===== src/rtl/hamming_pkg.sv =====
// hamming_pkg: shared widths and FSM state type for the Hamming(7,4) sequencer
package hamming_pkg;
  localparam int DATA_W = 4;
  localparam int WORD_W = 7;
  localparam int SYN_W  = 3;
  typedef enum logic [2:0] {IDLE, ENC, INJ, CHK, HOLD} state_t;
endpackage


===== src/rtl/module_hamming_ctrl_if.sv =====
// module_hamming_ctrl_if: request, datapath and result signals of the Hamming sequencer
interface module_hamming_ctrl_if import hamming_pkg::*; #(parameter int CNT_W = 8);
  logic              start_i;
  logic [DATA_W-1:0] data_i;
  logic [WORD_W-1:0] err_mask_i;
  logic [DATA_W-1:0] enc_data_o;
  logic [WORD_W-1:0] enc_word_i;
  logic [WORD_W-1:0] chk_word_o;
  logic [SYN_W-1:0]  syndrome_i;
  logic [DATA_W-1:0] corrected_i;
  logic              busy_o;
  logic              done_o;
  logic [DATA_W-1:0] result_o;
  logic [DATA_W-1:0] led_o;
  logic              error_o;
  logic              miscorr_o;
  logic [CNT_W-1:0]  err_cnt_o;
  modport master (
    output start_i, data_i, err_mask_i, enc_word_i, syndrome_i, corrected_i,
    input  enc_data_o, chk_word_o, busy_o, done_o, result_o, led_o, error_o, miscorr_o, err_cnt_o
  );
  modport slave (
    input  start_i, data_i, err_mask_i, enc_word_i, syndrome_i, corrected_i,
    output enc_data_o, chk_word_o, busy_o, done_o, result_o, led_o, error_o, miscorr_o, err_cnt_o
  );
endinterface


===== src/rtl/module_hold_timer.sv =====
// module_hold_timer: loadable down-counter timing the result hold window
module module_hold_timer #(parameter int HOLD_CYCLES = 4) (
  input  logic clk_i,
  input  logic rst_n_i,
  input  logic load_i,
  input  logic dec_i,
  output logic zero_o
);
  localparam int W = HOLD_CYCLES > 1 ? $clog2(HOLD_CYCLES) : 1;
  logic [W-1:0] cnt_q;
  // load HOLD_CYCLES-1 so the zero flag rises on the last hold cycle
  always_ff @(posedge clk_i or negedge rst_n_i)
    if (!rst_n_i) cnt_q <= '0;
    else if (load_i) cnt_q <= W'(HOLD_CYCLES - 1);
    else if (dec_i && cnt_q != '0) cnt_q <= cnt_q - 1'b1;
  assign zero_o = cnt_q == '0;
endmodule


===== src/rtl/module_hamming_ctrl.sv =====
// module_hamming_ctrl: sequences encode, error injection, check and result hold
module module_hamming_ctrl import hamming_pkg::*; #(
  parameter int HOLD_CYCLES = 4,
  parameter int CNT_W       = 8
) (
  input  logic clk_i,
  input  logic rst_n_i,
  module_hamming_ctrl_if.slave bus
);
  state_t            state_q;
  logic [DATA_W-1:0] data_q;
  logic [WORD_W-1:0] mask_q;
  logic [WORD_W-1:0] word_q;
  logic [WORD_W-1:0] chk_q;
  logic [DATA_W-1:0] result_q;
  logic              error_q;
  logic              miscorr_q;
  logic              done_q;
  logic              busy_q;
  logic [CNT_W-1:0]  cnt_q;
  logic              hold_zero;
  module_hold_timer #(.HOLD_CYCLES(HOLD_CYCLES)) u_timer (
    .clk_i   (clk_i),
    .rst_n_i (rst_n_i),
    .load_i  (state_q == CHK),
    .dec_i   (state_q == HOLD),
    .zero_o  (hold_zero)
  );
  // transaction sequencer; results persist until the next check
  always_ff @(posedge clk_i or negedge rst_n_i)
    if (!rst_n_i) begin
      state_q   <= IDLE;
      data_q    <= '0;
      mask_q    <= '0;
      word_q    <= '0;
      chk_q     <= '0;
      result_q  <= '0;
      error_q   <= 1'b0;
      miscorr_q <= 1'b0;
      done_q    <= 1'b0;
      busy_q    <= 1'b0;
      cnt_q     <= '0;
    end else begin
      done_q <= 1'b0;
      case (state_q)
        IDLE: if (bus.start_i) begin
          data_q  <= bus.data_i;
          mask_q  <= bus.err_mask_i;
          busy_q  <= 1'b1;
          state_q <= ENC;
        end
        ENC: begin
          word_q  <= bus.enc_word_i;
          state_q <= INJ;
        end
        INJ: begin
          chk_q   <= word_q ^ mask_q;
          state_q <= CHK;
        end
        CHK: begin
          result_q  <= bus.corrected_i;
          error_q   <= |bus.syndrome_i;
          miscorr_q <= bus.corrected_i != data_q;
          if (|bus.syndrome_i && !(&cnt_q)) cnt_q <= cnt_q + 1'b1;
          done_q    <= 1'b1;
          state_q   <= HOLD;
        end
        HOLD: if (hold_zero) begin
          busy_q  <= 1'b0;
          state_q <= IDLE;
        end
        default: state_q <= IDLE;
      endcase
    end
  assign bus.enc_data_o = data_q;
  assign bus.chk_word_o = chk_q;
  assign bus.busy_o     = busy_q;
  assign bus.done_o     = done_q;
  assign bus.result_o   = result_q;
  assign bus.led_o      = result_q;
  assign bus.error_o    = error_q;
  assign bus.miscorr_o  = miscorr_q;
  assign bus.err_cnt_o  = cnt_q;
endmodule


===== src/flat_wrapper.sv =====
// flat-port wrapper written by rule: the top's interface ports become plain ports
module module_hamming_ctrl_flat import hamming_pkg::*;
#(
  parameter int HOLD_CYCLES = 4,
  parameter int CNT_W       = 8
)
  (clk_i, rst_n_i, bus_start_i, bus_data_i, bus_err_mask_i, bus_enc_word_i, bus_syndrome_i, bus_corrected_i, bus_enc_data_o, bus_chk_word_o, bus_busy_o, bus_done_o, bus_result_o, bus_led_o, bus_error_o, bus_miscorr_o, bus_err_cnt_o);
  module_hamming_ctrl_if #(.CNT_W(CNT_W)) bus_i ();
  input  logic clk_i;
  input  logic rst_n_i;
  input wire logic [$bits(bus_i.start_i)-1:0] bus_start_i;
  input wire logic [$bits(bus_i.data_i)-1:0] bus_data_i;
  input wire logic [$bits(bus_i.err_mask_i)-1:0] bus_err_mask_i;
  input wire logic [$bits(bus_i.enc_word_i)-1:0] bus_enc_word_i;
  input wire logic [$bits(bus_i.syndrome_i)-1:0] bus_syndrome_i;
  input wire logic [$bits(bus_i.corrected_i)-1:0] bus_corrected_i;
  output wire logic [$bits(bus_i.enc_data_o)-1:0] bus_enc_data_o;
  output wire logic [$bits(bus_i.chk_word_o)-1:0] bus_chk_word_o;
  output wire logic [$bits(bus_i.busy_o)-1:0] bus_busy_o;
  output wire logic [$bits(bus_i.done_o)-1:0] bus_done_o;
  output wire logic [$bits(bus_i.result_o)-1:0] bus_result_o;
  output wire logic [$bits(bus_i.led_o)-1:0] bus_led_o;
  output wire logic [$bits(bus_i.error_o)-1:0] bus_error_o;
  output wire logic [$bits(bus_i.miscorr_o)-1:0] bus_miscorr_o;
  output wire logic [$bits(bus_i.err_cnt_o)-1:0] bus_err_cnt_o;
  assign bus_i.start_i = bus_start_i;
  assign bus_i.data_i = bus_data_i;
  assign bus_i.err_mask_i = bus_err_mask_i;
  assign bus_i.enc_word_i = bus_enc_word_i;
  assign bus_i.syndrome_i = bus_syndrome_i;
  assign bus_i.corrected_i = bus_corrected_i;
  assign bus_enc_data_o = bus_i.enc_data_o;
  assign bus_chk_word_o = bus_i.chk_word_o;
  assign bus_busy_o = bus_i.busy_o;
  assign bus_done_o = bus_i.done_o;
  assign bus_result_o = bus_i.result_o;
  assign bus_led_o = bus_i.led_o;
  assign bus_error_o = bus_i.error_o;
  assign bus_miscorr_o = bus_i.miscorr_o;
  assign bus_err_cnt_o = bus_i.err_cnt_o;
  module_hamming_ctrl #(.HOLD_CYCLES(HOLD_CYCLES), .CNT_W(CNT_W)) u_core (.clk_i(clk_i), .rst_n_i(rst_n_i), .bus(bus_i));
endmodule

===== config.mk =====
export PLATFORM = sky130hd
export DESIGN_NAME = module_hamming_ctrl_flat
export DESIGN_NICKNAME = d
export VERILOG_FILES = /design/src/rtl/hamming_pkg.sv /design/src/rtl/module_hamming_ctrl_if.sv /design/src/rtl/module_hold_timer.sv /design/src/rtl/module_hamming_ctrl.sv /design/src/flat_wrapper.sv
export SDC_FILE = /design/constraint.sdc
export NUM_CORES = 1
export LEC_CHECK = 0
export ABC_AREA = 1
export CORE_ASPECT_RATIO = 1.25
export CORE_MARGIN = 5
export CORE_UTILIZATION = 30
export DETAILED_ROUTE_END_ITERATION = 6
export PLACE_DENSITY = 0.54
export SLEW_MARGIN = 25
export SYNTH_ARGS = -nofsm -noshare
export SYNTH_HDL_FRONTEND = slang
export SYNTH_HIERARCHICAL = 1
export SYNTH_SLANG_ARGS = --single-unit

===== constraint.sdc =====
create_clock -name clk_i -period 2.2 [get_ports clk_i]
set_clock_uncertainty 0.05 [all_clocks]
set_input_delay 0.33 -clock clk_i [delete_from_list [all_inputs] [get_ports clk_i]]
set_output_delay 0.33 -clock clk_i [all_outputs]
set_load 0.005 [all_outputs]

---- Word level (Yosys, flattened, before mapping) ----
Cells that the tools add are included.
operators by class
  bitwise operators ....................... 1
  equal/unequal tests ..................... 7
  add/sub/neg operators ................... 2
  muxes and demuxes ....................... 9
  reduce and logical (&&, ||, !) cells .... 14
operators with widths
  operator               number
  $pmux W3 S5            1
  $add A8 B1 Y8 const B  1
  $reduce_and A8 Y1      1
  $xor A7 B7 Y7          1
  $eq A3 B2 Y1 const B   2
  $mux W3                2
  $reduce_and A2 Y1      3
  $reduce_bool A2 Y1     3
  $mux W2                2
  $ne A4 B4 Y1           1
  $eq A3 B1 Y1 const B   1
  $eq A3 B3 Y1 const B   1
  $logic_not A3 Y1       1
  $mux W1                3
  $reduce_and A3 Y1      1
  $reduce_or A3 Y1       1
  $logic_and A1 B1 Y1    2
  $logic_not A2 Y1       1
  $ne A2 B1 Y1 const B   1
  $ne A2 B2 Y1 const B   1
  $pmux W1 S2            1
  $sub A2 B1 Y2 const B  1
  $logic_not A1 Y1       1
storage, ports and cells
  register bits ........................... 46
  bits of input ports ..................... 28
  logic and storage cells ................. 45

---- Depth between registers and ports, before layout ----
Gate-level depths: netlist (run 1).
  depth in word-level cells ............... 4
  depth in mapped cells ................... 7
  gate-level depth less buffers ........... 7

---- By module ----
The synthesis (run 1) kept the hierarchy.
modules (own cells, without submodules)
  module               cells each  times used  area an instance (µm²)  seq. area each (µm²)
  module_hamming_ctrl  248         1           2095.8                  1101.1
  module_hold_timer    15          1           112.6                   50.0

---- Worst setup path after synthesis (run 1) ----
No wires, ideal clock.
  path type ............................... register to register
  start point ............................. register u_core.cnt_q[0], in the netlist u_core/bus.err_cnt_o[0]
  end point ............................... register u_core.cnt_q[7], in the netlist u_core/bus.err_cnt_o[7]
  arrival time ............................ 1097 ps
  stages on the path, launching flop included .. 7
  slack ................................... 937 ps
  period minus slack after synthesis ...... 1263 ps
  setup time .............................. 116 ps
  cells stage by stage .................... dfrtp_1 > ha_1 > nand3_1 > nor2_1 > nor2_4 > nand2_1 > nand2_1
on the way
  cells in the longest elaborated chain, start to end .. 4
RTL lines
  element                                                                RTL line                   source
  start, declared                                                        module_hamming_ctrl.sv:20  logic [CNT_W-1:0] cnt_q;
  start signal, assigned                                                 module_hamming_ctrl.sv:64  if (|bus.syndrome_i && !(&cnt_q)) cnt_q <= cnt_q + 1'b1;
  parallel branches: the longest is 4 deep, another holds $add A8 B1 Y8  n/a
Parallel ways; which one is timed is not known.
A chain may end at the register's enable or synchronous reset.

---- Worst setup path after layout (run 1) ----
  start point ............................. register u_core.cnt_q[2], in the netlist u_core/bus.err_cnt_o[2]
  end point ............................... output bus_err_cnt_o[2]
RTL lines
  element        RTL line            source
  end, declared  flat_wrapper.sv:25  output wire logic [$bits(bus_i.err_cnt_o)-1:0] bus_err_cnt_o;
No word-level cell between the ends.

==> summary.txt, run 1 <==
Finish
  • Area growth from synthesis to layout: 34.45%
  • Final Util: 40.84%
  • Area occupied by multi-input gates: 833.3 sq um
  • Nets: 351
  • Area of all placed cells without fillers: 2969 sq um
  • Register cell area after layout: 1151 sq um
  • Final non-filler cell total: 414
  • FILL cells: 766
  • Total inserted antenna cells: 0
  • Share of final-layout standard cells stronger than drive strength 1: 9.006%

Detailed routing
  • Total number of vias: 1,696
  • Avg WL per Cell: 11.13 um
  • DRC violation total after the first TritonRoute iteration: 35
  • DRT antenna net count: 0
  • Post-route DRC: 0
  • TritonRoute pass-1 iters: 4
  • Sum of routed wire length over all layers: 4607 um
  • Vias per std cell: 4.097

Floorplan
  • Placeable core region: 7269 sq um
  • Core Rows: 35
  • Area enclosed by the die boundary: 9188 sq um
  • Initial core utilization: 30.38%
  • Number of I/O pins: 59
  • Overall die height: 105.9 um
  • Die width: 86.74 um

Place
  • Cell Count Post-Placement: 405
  • Final RePlAce weighted congestion: 0.7836
  • Total cell area at the placement stage: 2849 sq um
  • Detail Placement HPWL: 3512 um
  • Count of buffers from port buffering: 58

Worst setup path
  • CP peak stage delay: 0.54 ns
  • Kind of launch point of the worst setup path: register
  • Endpoint required time on the critical path: 1.82 ns
  • Worst path arrival time: 1.31 ns
  • Critical Path, Cell by Cell: clkdlybuf4s50_1
  • Critical path capture point type: primary output
  • Worst Path Max Fanout: 7
  • Cell family with the largest share of critical-path delay: buffers and inverters
  • CP Class: reg2out
  • Critical Path Slowest Stage Cell: clkdlybuf4s50_1
  • Crit path buf inv count: 1

Logic synthesis
  • Synth Warn #: 6
  • Proportion of synthesized flip-flops having asynchronous set or reset: 100.0%
  • Synth Register Bits: 46
  • Mean instance size in the synthesized netlist: 8.397 sq um
  • Post-synth EDFFs: 0
  • Most common cell in the synthesized netlist: nand2_1
  • Commonest cells post-synth: 88 x nand2_1, 46 x dfrtp_1, 39 x inv_1
  • Most area-hungry cell type in the Yosys netlist: dfrtp_1
  • Count of cell types in the netlist: 23
  • Share of Yosys cell area claimed by the top area cell type: 52.12%
  • Synth Instances: 263
  • Top cells by area, synth: dfrtp_1 52%, nand2_1 15%, inv_1 6.6%, o21ai_2 4.4%, xnor2_1 3.6%
  • Proportion of synthesized chip area in sequential cells: 52.12%
  • Net count after synthesis: 293
  • Cell area after synthesis: 2208 sq um
  • Prevailing post-synth register cell: dfrtp_1

Global routing
  • GRT Resource Usage Total: 10.60%
  • Antenna violations before repair: 0
  • Overflow after GRT: 0
  • Maximum number of pins on one net before global-route repair: 25
  • Wire length of the first global-routing pass: 7562 um
  • Number of global-route vias before repair: 1,586

Clock tree
  • Deepest clock path buffer count: 2
  • Root buf cell: clkbuf_8
  • TritonCTS Buffers: 5
  • Gates resized, CTS repair: 0
  • Post-CTS clock slew at the launch and capture registers of the worst setup and hold paths: 0.09 ns
  • CTS H-Tree Depth: 2
  • Clock latency of the later-clocked register in the worst-skew pair: 0.30 ns
  • Sinks on the clock net: 46
  • Clock tree from TritonCTS: yes

Timing
  • # setup viols final: 0
  • Worst rel slew slack: 61.55%
  • Max Slew Vio Count: 0
  • Crit share post-route: 76.84%
  • TNS Setup: 0 ns
  • Final hold vios: 0
  • Post-route worst hold slack: 0.4230 ns
  • Least-Margin Pin Slew: 0.5768 ns
  • Max Freq: 591.6 MHz
  • Setup repair after global routing missed its margin: false
  • Final worst path period need: 1.690 ns

Power and ir drop
  • Power density of the placed cells: 1238 nW/um^2
  • Peak supply drop: 0.4487 mV
  • Leakage: 1.463 nW

Status
  • Run status: finished clean

Job
  • Max-capacitance violation count: 0

Worst hold path
  • Worst hold path class: reg2reg
## layer usage
| metal | GRT usage [%] | up-vias | share of wire [%] |
|---|---|---|---|
| met5 | 0 | - | 0 |
| met4 | 4.009 | 0 | 1.7 |
| met2 | 17.01 | 35 | 50 |
| met1 | 13.64 | 747 | 44 |
| li1 | - | 909 | - |
| met3 | 2.636 | 5 | 4.5 |
## area by class of cell
type                       instances  share of cell area (%)
inverter                          41                   5.183
clock buffer                       6                   2.444
sequential                        46                   38.77
tap                               92                   3.877
multi-input combinational        167                   28.07
clock inverter                     2                   1.264
timing repair buffer              60                   20.40
## path summary, 6_finish.rpt
path | startpoint | end | slack, ns | cells past startpoint
worst max-delay path | u_core/bus.err_cnt_o[2] | bus_err_cnt_o[2] | 0.51 | 1
worst min-delay path | u_core/bus.error_o | u_core/bus.error_o | 0.42 | 2
worst max register to register | u_core/state_q[1] | u_core/word_q[1] | 0.74 | 3
worst min register to register | u_core/bus.error_o | u_core/bus.error_o | 0.42 | 2
max in group asynchronous | rst_n_i | u_core/bus.led_o[2] | 1.07 | 3
min in group asynchronous | rst_n_i | u_core/bus.err_cnt_o[2] | 0.50 | 2
## cell families (layout without fill, tap and decap cells)
group	count (synthesis)	count (layout)	synth area share [%]
compound gates	31	31	8.895
fa+ha+maj	2	2	1.133
buf+inv	50	109	10.14
simple gates	124	124	23.74
flops	46	46	52.12
xor+xnor	10	10	3.966
## power by group
group	switching (mW)	total (mW)	internal, mW
clock	0.287	0.626	0.339
sequential	0.283	1.50	1.21
combinational	0.730	1.55	0.824
total	1.30	3.68	2.38
## cell usage in the layout, fill, tap and decap left out, drive strengths merged
master          n
nor2           18
xnor2           9
a21oi           4
bufinv          1
nand2          91
ha              2
inv            41
o21ai          27
dlygate4sd3     1
clkdlybuf4s50  57
nor3            1
nand3b          2
buf             2
clkbuf          6
xor2            1
clkinvlp        1
nand3          12
dfrtp          46
## sequential cells by signal, summed over array words and instances, names as in the netlist
register / count
u_core/word_q: 7
u_core/bus.error_o: 1
u_core/bus.led_o: 4
u_core/bus.enc_data_o: 4
u_core/state_q: 3
u_core/bus.err_cnt_o: 8
u_core/mask_q: 7
u_core/bus.chk_word_o: 7
u_core/bus.done_o: 1
u_core/u_timer/cnt_q: 2
u_core/bus.miscorr_o: 1
u_core/bus.busy_o: 1
## through the flow
stage / power [mW] / setup WS (ns)
CTS: 3.756 / 0.4855
floorplan: 2.454 / 0.9370
global route: 4.022 / 0.4383
finish: 3.677 / 0.5096
global placement: 3.076 / 0.5917
detailed placement: 3.110 / 0.5767
## repair_timing
action | in CTS | in global routing
endpoints found under the hold margin | 23 | 0
setup buffers | 0 | 0
hold buffers | 1 | 0
Power figures use the tool's default switching activity.
==> inputs of run 2 (changes only) <==
==> constraint.sdc (replaced) <==
create_clock -name clk_i -period 1.6 [get_ports clk_i]
set_clock_uncertainty 0.05 [all_clocks]
set_input_delay 0.24 -clock clk_i [delete_from_list [all_inputs] [get_ports clk_i]]
set_output_delay 0.24 -clock clk_i [all_outputs]
set_load 0.005 [all_outputs]
==> run 2 against run 1 <==
  * Combinational power grew 41%
  * Register-to-register slack lost 0.51 ns
  * First-iteration DRC count grew 34%
  * Wire length shrank 0.80%
  * Core utilization grew 0.28 points
  * Non-clock buffer count grew 2
  * Flip-flop and latch count is the same
  * Sequential power grew 36%
==> summary.txt, run 2 (synthesis gave the netlist of run 1 again) <==
Power and ir drop
  • Peak supply drop: 0.7174 mV (+60%)
  • Leakage: 1.466 nW (+0.17%)
  • Power density of the placed cells: 1701 nW/um^2 (+37%)
  • Final total power: 5.086 mW (+38%)

Worst setup path
  • Worst r2r path cells: 7 (+4)
  • Critical R2R Launch: u_core/bus.err_cnt_o[0]
  • Endpoint of the worst-slack reg-to-reg timing path: u_core/bus.err_cnt_o[1]
  • Kind of launch point of the worst setup path: register
  • Crit path buf inv count: 1 (unchanged)
  • Critical path capture point type: primary output
  • CP Class: reg2out
  • Critical Path, Cell by Cell: clkdlybuf4s50_1
  • Worst reg-to-reg setup slack: 0.23 ns (-0.51 ns)
  • Endpoint required time on the critical path: 1.31 ns (-0.51 ns)
  • CP peak stage delay: 0.53 ns (about the same)
  • Worst Path Max Fanout: 5 (-2)
  • Critical Path Slowest Stage Cell: clkdlybuf4s50_1
  • Worst path arrival time: 1.24 ns (-0.07 ns)
  • Cell count along the critical path: 1 (unchanged)
  • Cell family with the largest share of critical-path delay: buffers and inverters
  • Launch point of the critical path: u_core/bus.err_cnt_o[7]

Status
  • Run status: finished clean

Floorplan
  • Die width: 86.74 um (unchanged)
  • Initial core utilization: 30.38% (unchanged)
  • Core Rows: 35 (unchanged)
  • Overall die height: 105.9 um (unchanged)
  • Area enclosed by the die boundary: 9188 sq um (unchanged)
  • Number of I/O pins: 59 (unchanged)
  • Placeable core region: 7269 sq um (unchanged)

Finish
  • Flip-flop count of the largest register after layout: 8 (unchanged)
  • Area growth from synthesis to layout: 35.35%
  • Final Util: 41.12% (+0.28 points)
  • Share of final-layout standard cells stronger than drive strength 1: 10.80% (+1.8 points)
  • Most common cell after layout, fill and taps aside: nand2_1
  • Nets: 353 (+0.57%)
  • Area of all placed cells without fillers: 2989 sq um (+0.67%)
  • FILL cells: 759 (-0.91%)
  • Total inserted antenna cells: 0 (unchanged)
  • Most frequent cells in the layout: 88 x nand2_1, 57 x clkdlybuf4s50_1, 42 x dfrtp_1, 39 x inv_1, 15 x nor2_1

Global routing
  • Overflow after GRT: 0 (unchanged)
  • Maximum number of pins on one net before global-route repair: 28 (+12%)
  • GRT Resource Usage Total: 10.58% (-0.014 points)
  • Antenna violations before repair: 0 (unchanged)
  • Wire length of the first global-routing pass: 7714 um (+2.0%)
  • Number of global-route vias before repair: 1,652 (+4.2%)

Clock tree
  • Sinks on the clock net: 46 (unchanged)
  • Post-CTS Setup Bufs: 0 (unchanged)
  • Deepest clock path buffer count: 2 (unchanged)
  • Clock latency of the later-clocked register in the worst-skew pair: 0.29 ns (about the same)
  • CTS H-Tree Depth: 2 (unchanged)
  • Clock tree from TritonCTS: yes
  • TritonCTS Buffers: 5 (unchanged)
  • Root buf cell: clkbuf_8
  • Post-CTS clock slew at the launch and capture registers of the worst setup and hold paths: 0.09 ns (about the same)

Place
  • Final RePlAce weighted congestion: 0.7628 (-2.7%)
  • Count of buffers from port buffering: 58 (unchanged)
  • Total cell area at the placement stage: 2864 sq um (+0.53%)
  • Detail Placement HPWL: 3399 um (-3.2%)

Timing
  • Max Freq: 654.1 MHz
  • Final worst path period need: 1.529 ns
  • Setup repair after global routing missed its margin: false
  • Max Slew Vio Count: 0 (unchanged)
  • Crit share post-route: 95.55%
  • Least-Margin Pin Slew: 0.4942 ns (-0.08256 ns)
  • TNS Setup: 0 ns (unchanged)
  • Worst rel slew slack: 67.05% (+5.5 points)
  • Final hold vios: 0 (unchanged)
  • # setup viols final: 0 (unchanged)

Detailed routing
  • Sum of routed wire length over all layers: 4570 um (-0.80%)
  • Total number of vias: 1,728 (+1.9%)
  • Post-route DRC: 0 (unchanged)
  • DRT antenna net count: 0 (unchanged)
  • DRC violation total after the first TritonRoute iteration: 47 (+34%)
  • Avg WL per Cell: 10.99 um (-1.3%)
  • TritonRoute pass-1 iters: 4 (unchanged)
  • Vias per std cell: 4.154 (+1.4%)

Job
  • Max-capacitance violation count: 0 (unchanged)

Worst hold path
  • Worst hold path class: in2async
[run 2: cell types whose count changed in the layout (fill, tap and decap cells not counted)]
cell / before / now
buf_4: 0 / 2
dfrtp_1: 46 / 42
dfrtp_2: 0 / 4
[run 2: metrics by stage]
step           setup slack (ns)  hold slack, ns  cells
3_5_place_dp             0.1885          0.1884    407
5_1_grt                0.006737          0.4206    416
6_report                0.07126          0.3855    416
2_1_floorplan            0.3370         -0.1056    263
4_1_cts                 0.01548          0.3976    416
3_3_place_gp             0.2035          0.1789    407
[run 2: where the power goes]
part	internal (mW)	switching, mW
sequential	1.67	0.371
combinational	1.16	1.02
clock	0.467	0.398
total	3.30	1.79
[run 2: cell type report]
class / count / area [sq um] / area share [%]
timing repair buffer: 62 / 620.6 / 20.76
tap: 92 / 115.1 / 3.851
clock inverter: 2 / 37.54 / 1.256
clock buffer: 6 / 72.57 / 2.428
multi-input combinational: 167 / 833.3 / 27.88
inverter: 41 / 153.9 / 5.149
sequential: 46 / 1156 / 38.68
[run 2: repair_timing]
item,in CTS,in global routing
hold buffers,1,0
cloned,0,0
setup endpoints to repair,1,3
endpoints found under the hold margin,19,0
gates resized for setup,1,3
[run 2: how the worst max path moves through the flow]
stage | slack (ns) | endpoint
5_1_grt | 0.007 | bus_err_cnt_o[1]
3_5_place_dp | 0.19 | u_core/bus.err_cnt_o[1]
6_report | 0.07 | bus_err_cnt_o[7]
3_3_place_gp | 0.20 | u_core/bus.err_cnt_o[1]
2_1_floorplan | 0.34 | u_core/bus.err_cnt_o[7]
4_1_cts | 0.02 | bus_err_cnt_o[3]
[run 2: per-layer routing]
metal  vias to the layer above  share of wire (%)  GRT usage (%)
met4                         0                1.8          4.009
met2                        34                 49          17.51
met5                         -                  0              0
li1                        914                  -              -
met1                       774                 44          13.29
met3                         6                5.0          2.403
==> inputs of run 3 (changes only) <==
--- a/config.mk
+++ b/config.mk
@@ -6,6 +6,7 @@
 export NUM_CORES = 1
 export LEC_CHECK = 0
 export ABC_AREA = 1
+export CAP_MARGIN = 20
 export CORE_ASPECT_RATIO = 1.25
 export CORE_MARGIN = 5
 export CORE_UTILIZATION = 30
==> results of run 3 <==
Same layout as run 2: the final DEF is identical, and so are final timing and power.
